`config.mk`:
```
export PLATFORM = sky130hd
export DESIGN_NAME = risc_stage_sequencer
export DESIGN_NICKNAME = d
export VERILOG_FILES = /design/src/rtl/risc_ctrl_pkg.sv /design/src/rtl/mem_wait_timer.sv /design/src/rtl/risc_stage_sequencer.sv
export SDC_FILE = /design/constraint.sdc
export NUM_CORES = 1
export LEC_CHECK = 0
export BUFFER_PORTS_ARGS = -buffer_cell sky130_fd_sc_hd__buf_2
export CAP_MARGIN = 10
export CORE_MARGIN = 8
export CORE_UTILIZATION = 36
export CTS_BUF_LIST = sky130_fd_sc_hd__clkbuf_4
export DETAILED_ROUTE_END_ITERATION = 10
export GPL_TIMING_DRIVEN = 0
export PLACE_DENSITY_LB_ADDON = 0.2
export SLEW_MARGIN = 25
export SYNTH_ARGS = -nofsm -noshare
export SYNTH_HDL_FRONTEND = slang
export SYNTH_HIERARCHICAL = 1
export SYNTH_SLANG_ARGS = --single-unit
```
`constraint.sdc`:
```
create_clock -name Clk -period 7.9 [get_ports Clk]
set_input_delay 1.58 -clock Clk [delete_from_list [all_inputs] [get_ports Clk]]
set_output_delay 1.58 -clock Clk [all_outputs]
set_load 0.02 [all_outputs]
```
`src/rtl/risc_ctrl_pkg.sv`:
```
// Shared control definitions for the Simple RISC multi-cycle sequencer:
// stage state encodings, the halt opcode default and small helpers.
package risc_ctrl_pkg;

  typedef enum logic [2:0] {
    ST_IDLE      = 3'd0,
    ST_FETCH     = 3'd1,
    ST_DECODE    = 3'd2,
    ST_EXECUTE   = 3'd3,
    ST_MEMORY    = 3'd4,
    ST_WRITEBACK = 3'd5,
    ST_HALT      = 3'd6,
    ST_ERROR     = 3'd7
  } state_t;

  localparam logic [4:0] HLT_OPCODE_DEFAULT = 5'b11111;

  // Wait counter width; a disabled timeout (0) still needs a 1-bit counter.
  function automatic int timer_width(input int timeout);
    if (timeout < 1) begin
      return 1;
    end
    return $clog2(timeout + 1);
  endfunction

  // States that hold a memory request open and therefore use the wait timer.
  function automatic logic is_mem_wait_state(input state_t s);
    return (s == ST_FETCH) || (s == ST_MEMORY);
  endfunction

endpackage

```
`src/rtl/mem_wait_timer.sv`:
```
// Counts request cycles without an acknowledge and flags a timeout on the
// last permitted cycle; an ack on that same cycle still wins.
module mem_wait_timer
  import risc_ctrl_pkg::*;
#(
  parameter int MEM_TIMEOUT = 16
) (
  input  logic Clk,
  input  logic reset,
  input  logic clear,
  input  logic req,
  input  logic ack,
  output logic timeout
);

  localparam int W = timer_width(MEM_TIMEOUT);
  localparam logic [W-1:0] LAST_WAIT = (MEM_TIMEOUT > 0) ? W'(MEM_TIMEOUT - 1) : W'(0);
  localparam logic ENABLED = (MEM_TIMEOUT > 0);

  logic [W-1:0] count;

  // Saturates so a disabled timeout never wraps back into a false match.
  always_ff @(posedge Clk or posedge reset) begin
    if (reset) begin
      count <= '0;
    end else if (clear) begin
      count <= '0;
    end else if (req && !ack && (count != '1)) begin
      count <= count + 1'b1;
    end
  end

  assign timeout = ENABLED && req && !ack && (count == LAST_WAIT);

endmodule

```
`src/rtl/risc_stage_sequencer.sv`:
```
// Multi-cycle stage sequencer: walks each instruction through fetch, decode,
// execute, memory and writeback, issuing per-stage enables and memory requests.
module risc_stage_sequencer
  import risc_ctrl_pkg::*;
#(
  parameter int         CNT_W       = 32,
  parameter int         MEM_TIMEOUT = 16,
  parameter logic [4:0] HLT_OPCODE  = HLT_OPCODE_DEFAULT
) (
  input  logic             Clk,
  input  logic             reset,
  input  logic             run,
  input  logic [4:0]       opcode,
  input  logic             isLd,
  input  logic             isSt,
  input  logic             isWb,
  input  logic             imem_ack,
  input  logic             dmem_ack,
  output logic             imem_req,
  output logic             dmem_req,
  output logic             dmem_we,
  output logic             ir_en,
  output logic             of_en,
  output logic             ex_en,
  output logic             rf_we,
  output logic             pc_en,
  output logic [2:0]       state,
  output logic             halted,
  output logic             mem_err,
  output logic [CNT_W-1:0] instr_count
);

  state_t cur_state;
  state_t next_state;
  logic   wait_clear;
  logic   wait_req;
  logic   wait_ack;
  logic   wait_timeout;

  // Acks are only meaningful in the state that issued the matching request.
  assign wait_req   = (cur_state == ST_FETCH) || (cur_state == ST_MEMORY);
  assign wait_ack   = (cur_state == ST_FETCH)  ? imem_ack :
                      (cur_state == ST_MEMORY) ? dmem_ack : 1'b0;
  assign wait_clear = is_mem_wait_state(next_state) && (next_state != cur_state);

  mem_wait_timer #(
    .MEM_TIMEOUT(MEM_TIMEOUT)
  ) u_wait_timer (
    .Clk    (Clk),
    .reset  (reset),
    .clear  (wait_clear),
    .req    (wait_req),
    .ack    (wait_ack),
    .timeout(wait_timeout)
  );

  always_ff @(posedge Clk or posedge reset) begin
    if (reset) begin
      cur_state <= ST_IDLE;
    end else begin
      cur_state <= next_state;
    end
  end

  always_comb begin
    next_state = cur_state;
    unique case (cur_state)
      ST_IDLE: begin
        if (run) next_state = ST_FETCH;
      end
      ST_FETCH: begin
        if (imem_ack)          next_state = ST_DECODE;
        else if (wait_timeout) next_state = ST_ERROR;
      end
      ST_DECODE: begin
        next_state = (opcode == HLT_OPCODE) ? ST_HALT : ST_EXECUTE;
      end
      ST_EXECUTE: begin
        next_state = (isLd || isSt) ? ST_MEMORY : ST_WRITEBACK;
      end
      ST_MEMORY: begin
        if (dmem_ack)          next_state = ST_WRITEBACK;
        else if (wait_timeout) next_state = ST_ERROR;
      end
      ST_WRITEBACK: begin
        next_state = run ? ST_FETCH : ST_IDLE;
      end
      ST_HALT:  next_state = ST_HALT;
      ST_ERROR: next_state = ST_ERROR;
      default:  next_state = ST_IDLE;
    endcase
  end

  // Moore decode of the stage; ir_en alone follows imem_ack combinationally.
  always_comb begin
    imem_req = 1'b0;
    dmem_req = 1'b0;
    dmem_we  = 1'b0;
    ir_en    = 1'b0;
    of_en    = 1'b0;
    ex_en    = 1'b0;
    rf_we    = 1'b0;
    pc_en    = 1'b0;
    halted   = 1'b0;
    mem_err  = 1'b0;
    unique case (cur_state)
      ST_FETCH: begin
        imem_req = 1'b1;
        ir_en    = imem_ack;
      end
      ST_DECODE:  of_en = 1'b1;
      ST_EXECUTE: ex_en = 1'b1;
      ST_MEMORY: begin
        dmem_req = 1'b1;
        dmem_we  = isSt;
      end
      ST_WRITEBACK: begin
        rf_we = isWb;
        pc_en = 1'b1;
      end
      ST_HALT:  halted  = 1'b1;
      ST_ERROR: mem_err = 1'b1;
      default: begin
        imem_req = 1'b0;
      end
    endcase
  end

  assign state = cur_state;

  // One retirement per WRITEBACK; hlt never reaches WRITEBACK so is not counted.
  always_ff @(posedge Clk or posedge reset) begin
    if (reset) begin
      instr_count <= '0;
    end else if (cur_state == ST_WRITEBACK) begin
      instr_count <= instr_count + 1'b1;
    end
  end

endmodule

```
==> summary.md, run 1 <==
| Metric | Value |
|---|---|
| Run status | `finished, final reports clean` |
| Highest clock rate | `0.2790 GHz` |
| Synthesized area per cell | `10.86 um^2` |
| Leak | `1.313 nW` |
| Crit path capture type | `output pin` |
| Detail Route Antenna Nets | `0` |
| Setup violations, final | `0` |
| Critical path fanouts, max | `4` |
| DR WL/cell | `13.18 um` |
| Clock Sinks | `40` |
| Worst-Margin Slew | `0.7450 ns` |
| Die width | `91.32 um` |
| Yosys top cell area share | `49.02%` |
| Vias after detailed routing | `1553` |
| CTS-repair resized insts | `0` |
| Pwr Total | `0.6298 mW` |
| I/O Buffers | `57` |
| CTS tree | `yes` |
| Main synth FF type | `dfrtp_1` |
| Ant diodes | `0` |
| Unrepaired setup endpoints after global routing | `false` |
| Period utilization | `45.38%` |
| Num CTS Buffers | `5` |
| Synth Cell Area | `0.002042 mm^2` |
| Drt first pass iters | `4` |
| Number of synthesized register bits | `40` |
| Tmin final | `3.585 ns` |
| GR Overflow Total | `0` |
| Final core utilization | `45.26%` |
| Clock Tree Buf Depth | `2` |
| Setup crit start kind | `input port` |
| Placer Congestion | `0.7485` |
| WP data arrival | `2.00 ns` |
| Skew-Pair Late Insertion Delay | `0.34 ns` |
| Worst EP required | `6.32 ns` |
| Final hold violation count | `0` |
| Post-CTS Hold Buffers | `0` |
| Syn Nets | `205` |
| Drc violations | `0` |
| Cell Pwr Density | `252.7 mW/mm^2` |
| H-tree levels | `2` |
| Setup bufs post-CTS | `0` |
| HP Class | `reg2reg` |
| Register area share after synthesis | `49.02%` |
| Initial antenna violation count | `0` |
| EDFF count, synth | `0` |
| Vias in the first global route | `1540` |
| Nets@finish | `269` |
| Placed cell count | `317` |
| Max_slew headroom | `50.26%` |
| # IOs | `58` |
| Design area | `0.002492 mm^2` |
| DP Wirelength | `3.307 mm` |
| Synth cell types | `38` |
| Dpl ws | `3.996 ns` |
| Rows | `27` |
| Layout area overhead | `22.06%` |
| Asr flop ratio synth | `100.0%` |
| Largest net degree at the start of global routing | `36` |
| First-pass GRT wire length | `7.307 mm` |
| Max Slew Vio Count | `0` |
| DIE AREA | `0.008338 mm^2` |
| Clock-pin slew on the worst setup and hold paths | `0.12 ns` |
| Worst hold margin | `0.4710 ns` |
| R2R setup slack | `4.57 ns` |
| Vert. Die Dim | `91.32 um` |
| Fraction of layout cells with a size suffix above 1 | `30.43%` |
| Worst setup path class | `in2out` |
| TNS Setup | `0 ns` |
| Top cells by area, synth | `dfrtp_1 49%, xnor2_1 11%, nand3_1 3.4%, nand2_1 3.1%, xor2_1 3.0%` |
| Total GRT Usage | `10.48%` |
| Post-Synthesis Cells | `188` |
| Drt via density | `4.778` |
| Post-Layout Cell Count | `325` |
| Final worst slack | `4.315 ns` |
| CTS root buf | `clkbuf_4` |
| Initial DRC Count | `49` |
| Yosys warnings | `6` |
| Area after DPL | `0.002417 mm^2` |
| WL final | `4.282 mm` |
| Maxcap violations | `0` |
| Cell taking the most area after synthesis | `dfrtp_1` |
| Initial Util | `37.08%` |
| Peak supply drop | `0.1644 mV` |
| Core ar. | `0.005507 mm^2` |
| Setup Skew | `0.004900 ns` |
cell usage in the layout (no fill, tap or decap), drive strengths merged:
cell,Yosys,routed
mux2,2,2
nand4,9,9
o21bai,1,1
nor3,3,3
bufinv,0,1
nor4,2,2
a21oi,1,1
nand2,17,17
o21ai,3,3
nor2b,1,1
nor2,15,15
dfrtp,40,40
and2,4,4
and4bb,1,1
and4,5,5
and3,6,6
and3b,2,2
clkbuf,2,7
a211oi,1,1
clkinv,0,2
xnor2,26,26
a21o,1,1
a31oi,1,1
mux2i,1,1
or2,2,2
nor3b,3,3
nand3,15,15
nand2b,1,1
ha,4,4
o211ai,3,3
a22oi,2,2
inv,5,5
buf,2,59
xor2,7,7
per-layer routing:
metal  global-route usage [%]  part of all wire, %
met1                    13.41                   48
met2                    15.54                   44
met3                    3.539                  6.1
met4                    4.911                  1.5
met5                        0                    0
synth_stat cells (all sizes together) (4+ instances only):
master,instances
dfrtp,40
nand4,9
nand2,17
and4,5
and3,6
xor2,7
ha,4
and2,4
xnor2,26
nor2,15
inv,5
nand3,15
cell families (layout without fill, tap and decap cells):
family | after synthesis | in the layout | share of synthesized area (%)
flip-flops | 40 | 40 | 49.02
adder cells (fa/ha/maj) | 4 | 4 | 2.451
AO/OA/AOI/OAI | 13 | 13 | 4.228
multiplexers | 3 | 3 | 1.593
AND/OR/NAND/NOR | 86 | 86 | 26.47
buffers and inverters | 9 | 74 | 2.083
XOR/XNOR | 33 | 33 | 14.15
power breakdown:
part	switching (mW)	internal [mW]	total, mW
Clock	0.0662	0.0647	0.131
Sequential	0.0305	0.228	0.258
Combinational	0.147	0.0933	0.241
Total	0.244	0.386	0.630
critical path: stages:
cell and delay, ns:
buf_2 0.11, and2_1 0.14, buf_2 0.17
final cells by class:
| type | count | area [um^2] |
|---|---|---|
| flip-flops and latches | 40 | 1001 |
| clock inverters | 3 | 37.54 |
| well taps | 72 | 90.09 |
| repair buffers | 57 | 285.3 |
| multi-input cells | 139 | 998.5 |
| inverters | 5 | 18.77 |
| plain buffers | 4 | 23.77 |
| clock buffers | 5 | 37.54 |
| fillers | 557 | 3014 |
sequential cells by signal (all words and copies together), names as in the netlist:
signal and flops:
instr_count 32, u_wait_timer/count 5, state 3
final timing paths:
path / startpoint / cells after the start / to
max in group asynchronous: reset / 2 / state[0]
min in group asynchronous: reset / 2 / u_wait_timer/count[3]
worst max-delay path: imem_ack / 3 / ir_en
worst min register to register: instr_count[31] / 1 / instr_count[31]
worst max register to register: state[0] / 12 / u_wait_timer/count[3]
worst min-delay path: instr_count[31] / 1 / instr_count[31]
(Power assumes the default switching activity.)
==> inputs of run 2 (changes only) <==
Settings changed: ABC_AREA set to 1.
Clock period 7.9 ns to 2.9 ns, I/O delays scaled along.
==> run 2 against run 1 <==
Net effect: register-to-register slack got worse by 4.1 ns; sequential power rose by 120%; sequential cell count did not move; design area rose by 26%; non-clock buffer count did not move; cell count rose by 69%; clock power rose to 2.9 times the previous value; critical path type is now reg2reg; largest power group unchanged.
==> summary.md, run 2 <==
| Metric | Value |
|---|---|
| Largest Register | `instr_count` |
| Total GRT Usage | `13.35% (+2.9 points)` |
| Met2 usage | `23.79% (+8.3 points)` |
| # IOs | `58 (unchanged)` |
| Nets@finish | `467 (+74%)` |
| Cell Pwr Density | `307.8 mW/mm^2 (+22%)` |
| Setup Skew | `0.02381 ns (+0.01891 ns)` |
| Final hold violation count | `0 (unchanged)` |
| Run status | `finished, final reports clean` |
| Clock Tree Buf Depth | `2 (unchanged)` |
| Highest clock rate | `0.4058 GHz` |
| HP Class | `in2async` |
| Area after DPL | `0.003058 mm^2 (+27%)` |
| Asr flop ratio synth | `100.0% (unchanged)` |
| Most frequent cells in the layout | `148 x nand2_1, 69 x nor2_1, 58 x buf_2` |
| Placed cell count | `542 (+71%)` |
| Synthesized area per cell | `6.862 um^2 (-37%)` |
| Layout area overhead | `18.71%` |
| R2R setup slack | `0.44 ns (-4.13 ns)` |
| Synth Cell Area | `0.002649 mm^2 (+30%)` |
| Switching share of power | `23.03% (-16 points)` |
| Max_slew headroom | `50.20% (-0.061 points)` |
| Ant diodes | `0 (unchanged)` |
| Synth cell types | `26 (-32%)` |
| EDFF count, synth | `0 (unchanged)` |
| Vias after detailed routing | `2530 (+63%)` |
| Yosys top cell area share | `37.79% (-11 points)` |
| Max FFs per register | `32 (unchanged)` |
| Worst EP required | `3.20 ns (-3.12 ns)` |
| Number of synthesized register bits | `40 (unchanged)` |
| Design area | `0.003144 mm^2 (+26%)` |
| Worst Setup SP | `state[1]` |
| Leak | `1.602 nW (+22%)` |
| Post-Synthesis Cells | `386 (+110%)` |
| Tmin final | `2.464 ns` |
| Most numerous cell in the Yosys netlist | `nand2_1` |
| Worst-Margin Slew | `0.7459 ns (+0.0009151 ns)` |
| Skew-Pair Late Insertion Delay | `0.38 ns (+0.04 ns)` |
| Drc violations | `0 (unchanged)` |
| Setup crit start kind | `flip-flop` |
| Fraction of layout cells with a size suffix above 1 | `20.40% (-10 points)` |
| Syn Nets | `403 (+97%)` |
| Initial antenna violation count | `0 (unchanged)` |
| Met1 Use GR | `15.02% (+1.6 points)` |
| Post-Layout Cell Count | `550 (+69%)` |
| Drt first pass iters | `4 (unchanged)` |
| Rows | `31 (+15%)` |
| Routing usage on met3 | `3.505% (-0.034 points)` |
| Final core utilization | `43.82% (-1.4 points)` |
| Commonest cells post-synth | `148 x nand2_1, 71 x nor2_1, 40 x dfrtp_1` |
| Sequential power share | `57.6% (+17 points)` |
| Top cells by area, synth | `dfrtp_1 38%, nand2_1 21%, nor2_1 10%, inv_1 5.5%, xor2_1 3.6%` |
| Peak supply drop | `0.1333 mV (-19%)` |
| WL final | `6.644 mm (+55%)` |
| Maxcap violations | `0 (unchanged)` |
| Crit path capture type | `flip-flop` |
| Placer Congestion | `0.8369 (+12%)` |
| GRT busiest layer | `met2` |
| Clock Sinks | `40 (unchanged)` |
| Die width | `101.8 um (+11%)` |
| Vert. Die Dim | `101.8 um (+11%)` |
| Setup bufs post-CTS | `0 (unchanged)` |
| Critical path fanouts, max | `6 (+2)` |
| Drt via density | `4.600 (-3.7%)` |
| Num CTS Buffers | `5 (unchanged)` |
| CTS tree | `yes` |
| Post-CTS Hold Buffers | `0 (unchanged)` |
| Power Internal | `0.7450 mW (+93%)` |
| H-tree levels | `2 (unchanged)` |
| Yosys warnings | `6 (unchanged)` |
| Main synth FF type | `dfrtp_1` |
| Sw power | `0.2229 mW (-8.6%)` |
| GR Overflow Total | `0 (unchanged)` |
| First-pass GRT wire length | `10.94 mm (+50%)` |
| DP Wirelength | `5.224 mm (+58%)` |
| Setup violations, final | `0 (unchanged)` |
| DIE AREA | `0.01036 mm^2 (+24%)` |
| I/O Buffers | `57 (unchanged)` |
| Commonest non-fill, non-tap cell in the layout | `nand2_1` |
| Max Slew Vio Count | `0 (unchanged)` |
| Detail Route Antenna Nets | `0 (unchanged)` |
| DR WL/cell | `12.08 um (-8.3%)` |
| Initial DRC Count | `93 (+90%)` |
| Pwr Total | `0.9679 mW (+54%)` |
| Clock-pin slew on the worst setup and hold paths | `0.12 ns (about the same)` |
| Worst R2R Start | `state[1]` |
| Period utilization | `84.98%` |
| Cell taking the most area after synthesis | `dfrtp_1` |
| Clock power frac | `39.8% (+19 points)` |
| Worst setup path class | `reg2reg` |
| Logic pwr share | `2.5% (-36 points)` |
| CTS root buf | `clkbuf_4` |
| CTS-repair resized insts | `0 (unchanged)` |
| WP data arrival | `2.76 ns (+0.76 ns)` |
| Initial Util | `36.91% (-0.17 points)` |
| Unrepaired setup endpoints after global routing | `false` |
| Core ar. | `0.007176 mm^2 (+30%)` |
| TNS Setup | `0 ns (unchanged)` |
| Vias in the first global route | `2428 (+58%)` |
| Largest net degree at the start of global routing | `36 (unchanged)` |
| Register area share after synthesis | `37.79% (-11 points)` |
## run 2: cell count changes in the layout (fill, tap and decap cells not counted), sizes merged, moves of 6 or more
cell / delta
inv: +36
nand2: +134
nand3b: +10
nor2: +65
xnor2: -18
nand4: -6
## run 2: kinds of logic (layout without fill, tap and decap cells)
logic type,after synthesis,after routing,synth area share (%)
AND/OR/NAND/NOR,267,267,45.11
buffers and inverters,45,110,6.707
flip-flops,40,40,37.79
XOR/XNOR,19,19,6.282
AO/OA/AOI/OAI,11,11,2.220
adder cells (fa/ha/maj),4,4,1.890
## run 2: worst paths after layout
path / endpoint / cells after the start
setup / recovery: u_wait_timer/count[4] / 19
hold / removal: u_wait_timer/count[4] / 2
setup reg to reg: u_wait_timer/count[4] / 19
hold reg to reg: instr_count[17] / 1
max in group asynchronous: state[1] / 2
min in group Clk: state[0] / 3
## run 2: area by class of cell
class                   instances  area (um^2)
plain buffers                   4        23.77
clock buffers                   5        37.54
clock inverters                 3        42.54
fillers                       791         4031
inverters                      41        153.9
multi-input cells             301         1475
flip-flops and latches         40         1002
well taps                      99        123.9
repair buffers                 57        285.3
## run 2: worst max-delay path: stages, from the launching register on
cell and delay (ns):
dfrtp_2 0.46, inv_2 0.13, nand2_1 0.08, nor2_2 0.14, inv_1 0.09, o21ai_1 0.12, inv_1 0.06, nand2_2 0.10
nor2_1 0.05, inv_1 0.10, nand2_1 0.09, o21ai_0 0.15, nand2_1 0.07, nor2_1 0.17, nand2_1 0.09, nor2_2 0.13
inv_1 0.11, o21ai_2 0.11, nand2_1 0.07, o21ai_1 0.07
## run 2: power groups by stage
stage	sequential [mW]	clock [mW]	combinational, mW
after floorplan	0.568	0	0.0123
after global placement	0.568	0	0.0253
after detailed placement	0.568	0	0.0259
after CTS	0.558	0.398	0.0260
after global routing	0.558	0.415	0.0292
final	0.558	0.386	0.0246
## run 2: stage by stage
step	setup slack [ns]	hold slack (ns)
6_report	0.4357	0.1088
5_1_grt	0.02521	0.1114
4_1_cts	0.3565	0.1030
3_5_place_dp	0.3916	0.5059
3_3_place_gp	0.4127	0.5013
2_1_floorplan	0.3918	0.3585
## run 2: metal layers
metal | wire, um | share of wire [%]
met1 | 2904 | 44
met2 | 3257 | 49
met3 | 379 | 5.7
met4 | 103 | 1.6
met5 | 0 | 0
==> inputs of run 3 (changes only) <==
Clock period 2.9 ns to 2.1 ns, I/O delays scaled along.
==> run 3 against run 2 <==
Net effect: power increased by 25%; sequential share of layout area shrank 2.3 points; die area is the same; combinational power is 48% higher; sequential cell count stayed put; the run now ends with setup timing left; critical path type unchanged; maximum frequency increased by 17%; core utilization increased by 3.4 points; global-route usage rose by 0.44 points; worst hold slack better by 0.23 ns; clock power is 5.4% higher; setup slack got worse by 0.45 ns; via count increased by 3.6%.
==> summary.md, run 3 (same netlist as run 2, synthesis figures left out) <==
| Metric | Value |
|---|---|
| Run status | `finished, violations left` |
| Failing checks | `setup timing` |
| Clock-pin slew on the worst setup and hold paths | `0.12 ns (about the same)` |
| Design area | `0.003390 mm^2 (+7.8%)` |
| Worst R2R Start | `state[1]` |
| Num CTS Buffers | `5 (unchanged)` |
| WL final | `6.961 mm (+4.8%)` |
| Max FFs per register | `32 (unchanged)` |
| DP Wirelength | `5.309 mm (+1.6%)` |
| Max_slew headroom | `50.60% (+0.40 points)` |
| Fraction of layout cells with a size suffix above 1 | `28.03% (+7.6 points)` |
| Final worst slack | `-0.01175 ns (-0.4474 ns)` |
| CTS root buf | `clkbuf_4` |
| # IOs | `58 (unchanged)` |
| Nets@finish | `487 (+4.3%)` |
| DR WL/cell | `12.21 um (+1.1%)` |
| Area after DPL | `0.003089 mm^2 (+1.0%)` |
| Vias after detailed routing | `2622 (+3.6%)` |
| Reg2reg end | `u_wait_timer/count[4]` |
| First-pass GRT wire length | `11.39 mm (+4.0%)` |
| Vert. Die Dim | `101.8 um (unchanged)` |
| DIE AREA | `0.01036 mm^2 (unchanged)` |
| WP buf/inv | `5 (unchanged)` |
| H-tree levels | `2 (unchanged)` |
| FF-to-FF path depth | `20 (+1)` |
| Die width | `101.8 um (unchanged)` |
| Tmin final | `2.112 ns (-0.3526 ns)` |
| Commonest non-fill, non-tap cell in the layout | `nand2_1` |
| Period utilization | `100.6% (+16 points)` |
| Clock Tree Buf Depth | `2 (unchanged)` |
| Leak | `1.703 nW (+6.3%)` |
| Setup crit start kind | `flip-flop` |
| Skew-Pair Late Insertion Delay | `0.37 ns (about the same)` |
| Critical hold path startpoint | `run` |
| Initial DRC Count | `105 (+13%)` |
| Vias in the first global route | `2504 (+3.1%)` |
| Family with the most delay on the worst path | `simple AND/OR/NAND/NOR gates` |
| Final hold violation count | `0 (unchanged)` |
| Detail Route Antenna Nets | `0 (unchanged)` |
| Cell Pwr Density | `358.0 mW/mm^2 (+16%)` |
| Largest net degree at the start of global routing | `36 (unchanged)` |
| Placer Congestion | `0.8441 (+0.86%)` |
| Crit path capture type | `flip-flop` |
| Rows | `31 (unchanged)` |
| R2R setup slack | `-0.01 ns (-0.45 ns)` |
| Clock Sinks | `40 (unchanged)` |
| Maxcap violations | `0 (unchanged)` |
| GR Overflow Total | `0 (unchanged)` |
| Worst setup path class | `reg2reg` |
| Worst-Margin Slew | `0.7399 ns (-0.006006 ns)` |
| Pwr Total | `1.213 mW (+25%)` |
| Slowest cell on the critical path | `dfrtp_2` |
| Largest Register | `instr_count` |
| WP data arrival | `2.39 ns (-0.37 ns)` |
| Max Slew Vio Count | `0 (unchanged)` |
| Layout area overhead | `27.96%` |
| Total GRT Usage | `13.80% (+0.44 points)` |
| Peak supply drop | `0.1920 mV (+44%)` |
| Drt first pass iters | `4 (unchanged)` |
| Setup Skew | `0.02397 ns (+0.0001621 ns)` |
| Initial Util | `36.91% (unchanged)` |
| FILL cells | `750 (-5.2%)` |
| Initial antenna violation count | `0 (unchanged)` |
| Most frequent cells in the layout | `144 x nand2_1, 65 x nor2_1, 56 x buf_2` |
| Hold path endpoint | `state[0]` |
| Worst Setup SP | `state[1]` |
| Highest clock rate | `0.4735 GHz (+17%)` |
| Critical Path Max Stage Delay | `0.46 ns (about the same)` |
| Worst EP required | `2.38 ns (-0.82 ns)` |
| HP Class | `in2reg` |
| Ordered list of cells on the worst path | `inv_4 > buf_6 > nand2_4 > nor2_4 > inv_2 > nand2_2 > nand2_2 > nor2_2 > inv_2 > nor2_1 > nand2_1 > nand2_1 > nor2_2 > nor2_1 > nor2_1 > nor2_2 > inv_2 > o21ai_4 > nand2_1 > o21ai_1` |
| I/O Buffers | `57 (unchanged)` |
| Drt via density | `4.600 (unchanged)` |
| Unrepaired setup endpoints after global routing | `true` |
| CTS tree | `yes` |
| Hold Path Stages | `3` |
| Drc violations | `0 (unchanged)` |
| Critical path fanouts, max | `5 (-1)` |
| Setup violations, final | `1 (+1)` |
| Core ar. | `0.007176 mm^2 (unchanged)` |
| Ant diodes | `0 (unchanged)` |
-- run 3: cell type report --
cell class	count	area, um^2	share of cell area [%]
Tap cell	99	123.9	3.654
Buffer	3	37.54	1.107
Timing Repair Buffer	78	451.7	13.33
Clock buffer	5	37.54	1.107
Clock inverter	3	18.77	0.5537
Inverter	41	163.9	4.836
Sequential cell	40	1003	29.60
Multi-Input combinational cell	301	1553	45.81
-- run 3: metrics by stage --
stage	TNS [ns]	std cells	utilization [%]	hold slack [ns]	worst slack, ns
detailed placement	-0.7120	542	43.05	0.3484	-0.1937
finish	-0.01175	570	47.24	0.3399	-0.01175
CTS	-0.01251	558	45.20	0.3062	-0.01251
global placement	-0.6522	542	43.05	0.3466	-0.1785
global route	-0.6387	570	47.24	0.3455	-0.1854
floorplan	-0.08633	386	-	0.1985	-0.03390
-- run 3: worst min-delay path, cell delays in order --
cell and delay, ns:
buf_2 0.09, nand2_1 0.05, nand3_1 0.10
-- run 3: power by group --
group / switching (mW) / internal, mW
logic: 0.0248 / 0.0116
registers: 0 / 0.770
clock network: 0.280 / 0.126
total: 0.305 / 0.908
-- run 3: worst max path at each step --
stage	end	slack (ns)	cells after the start
6_report	u_wait_timer/count[4]	-0.01	20
2_1_floorplan	u_wait_timer/count[4]	-0.03	19
3_5_place_dp	u_wait_timer/count[4]	-0.19	19
3_3_place_gp	u_wait_timer/count[4]	-0.18	19
5_1_grt	u_wait_timer/count[4]	-0.19	20
4_1_cts	u_wait_timer/count[4]	-0.01	18
-- run 3: per-layer routing --
| layer | up-vias | track usage, % | part of all wire (%) |
|---|---|---|---|
| li1 | 1348 | - | - |
| met1 | 1212 | 16.20 | 44 |
| met2 | 53 | 24.04 | 50 |
| met3 | 9 | 3.299 | 4.8 |
| met4 | 0 | 4.353 | 1.4 |
| met5 | - | 0 | 0 |
-- run 3: timing repair --
item / 4_1_cts / 5_1_grt
resized for setup: 11 / 21
endpoints found under the hold margin: 5 / 0
hold buffers: 1 / 0
pin swaps: 7 / 6
setup endpoints to repair: 7 / 6
setup buffers: 8 / 12
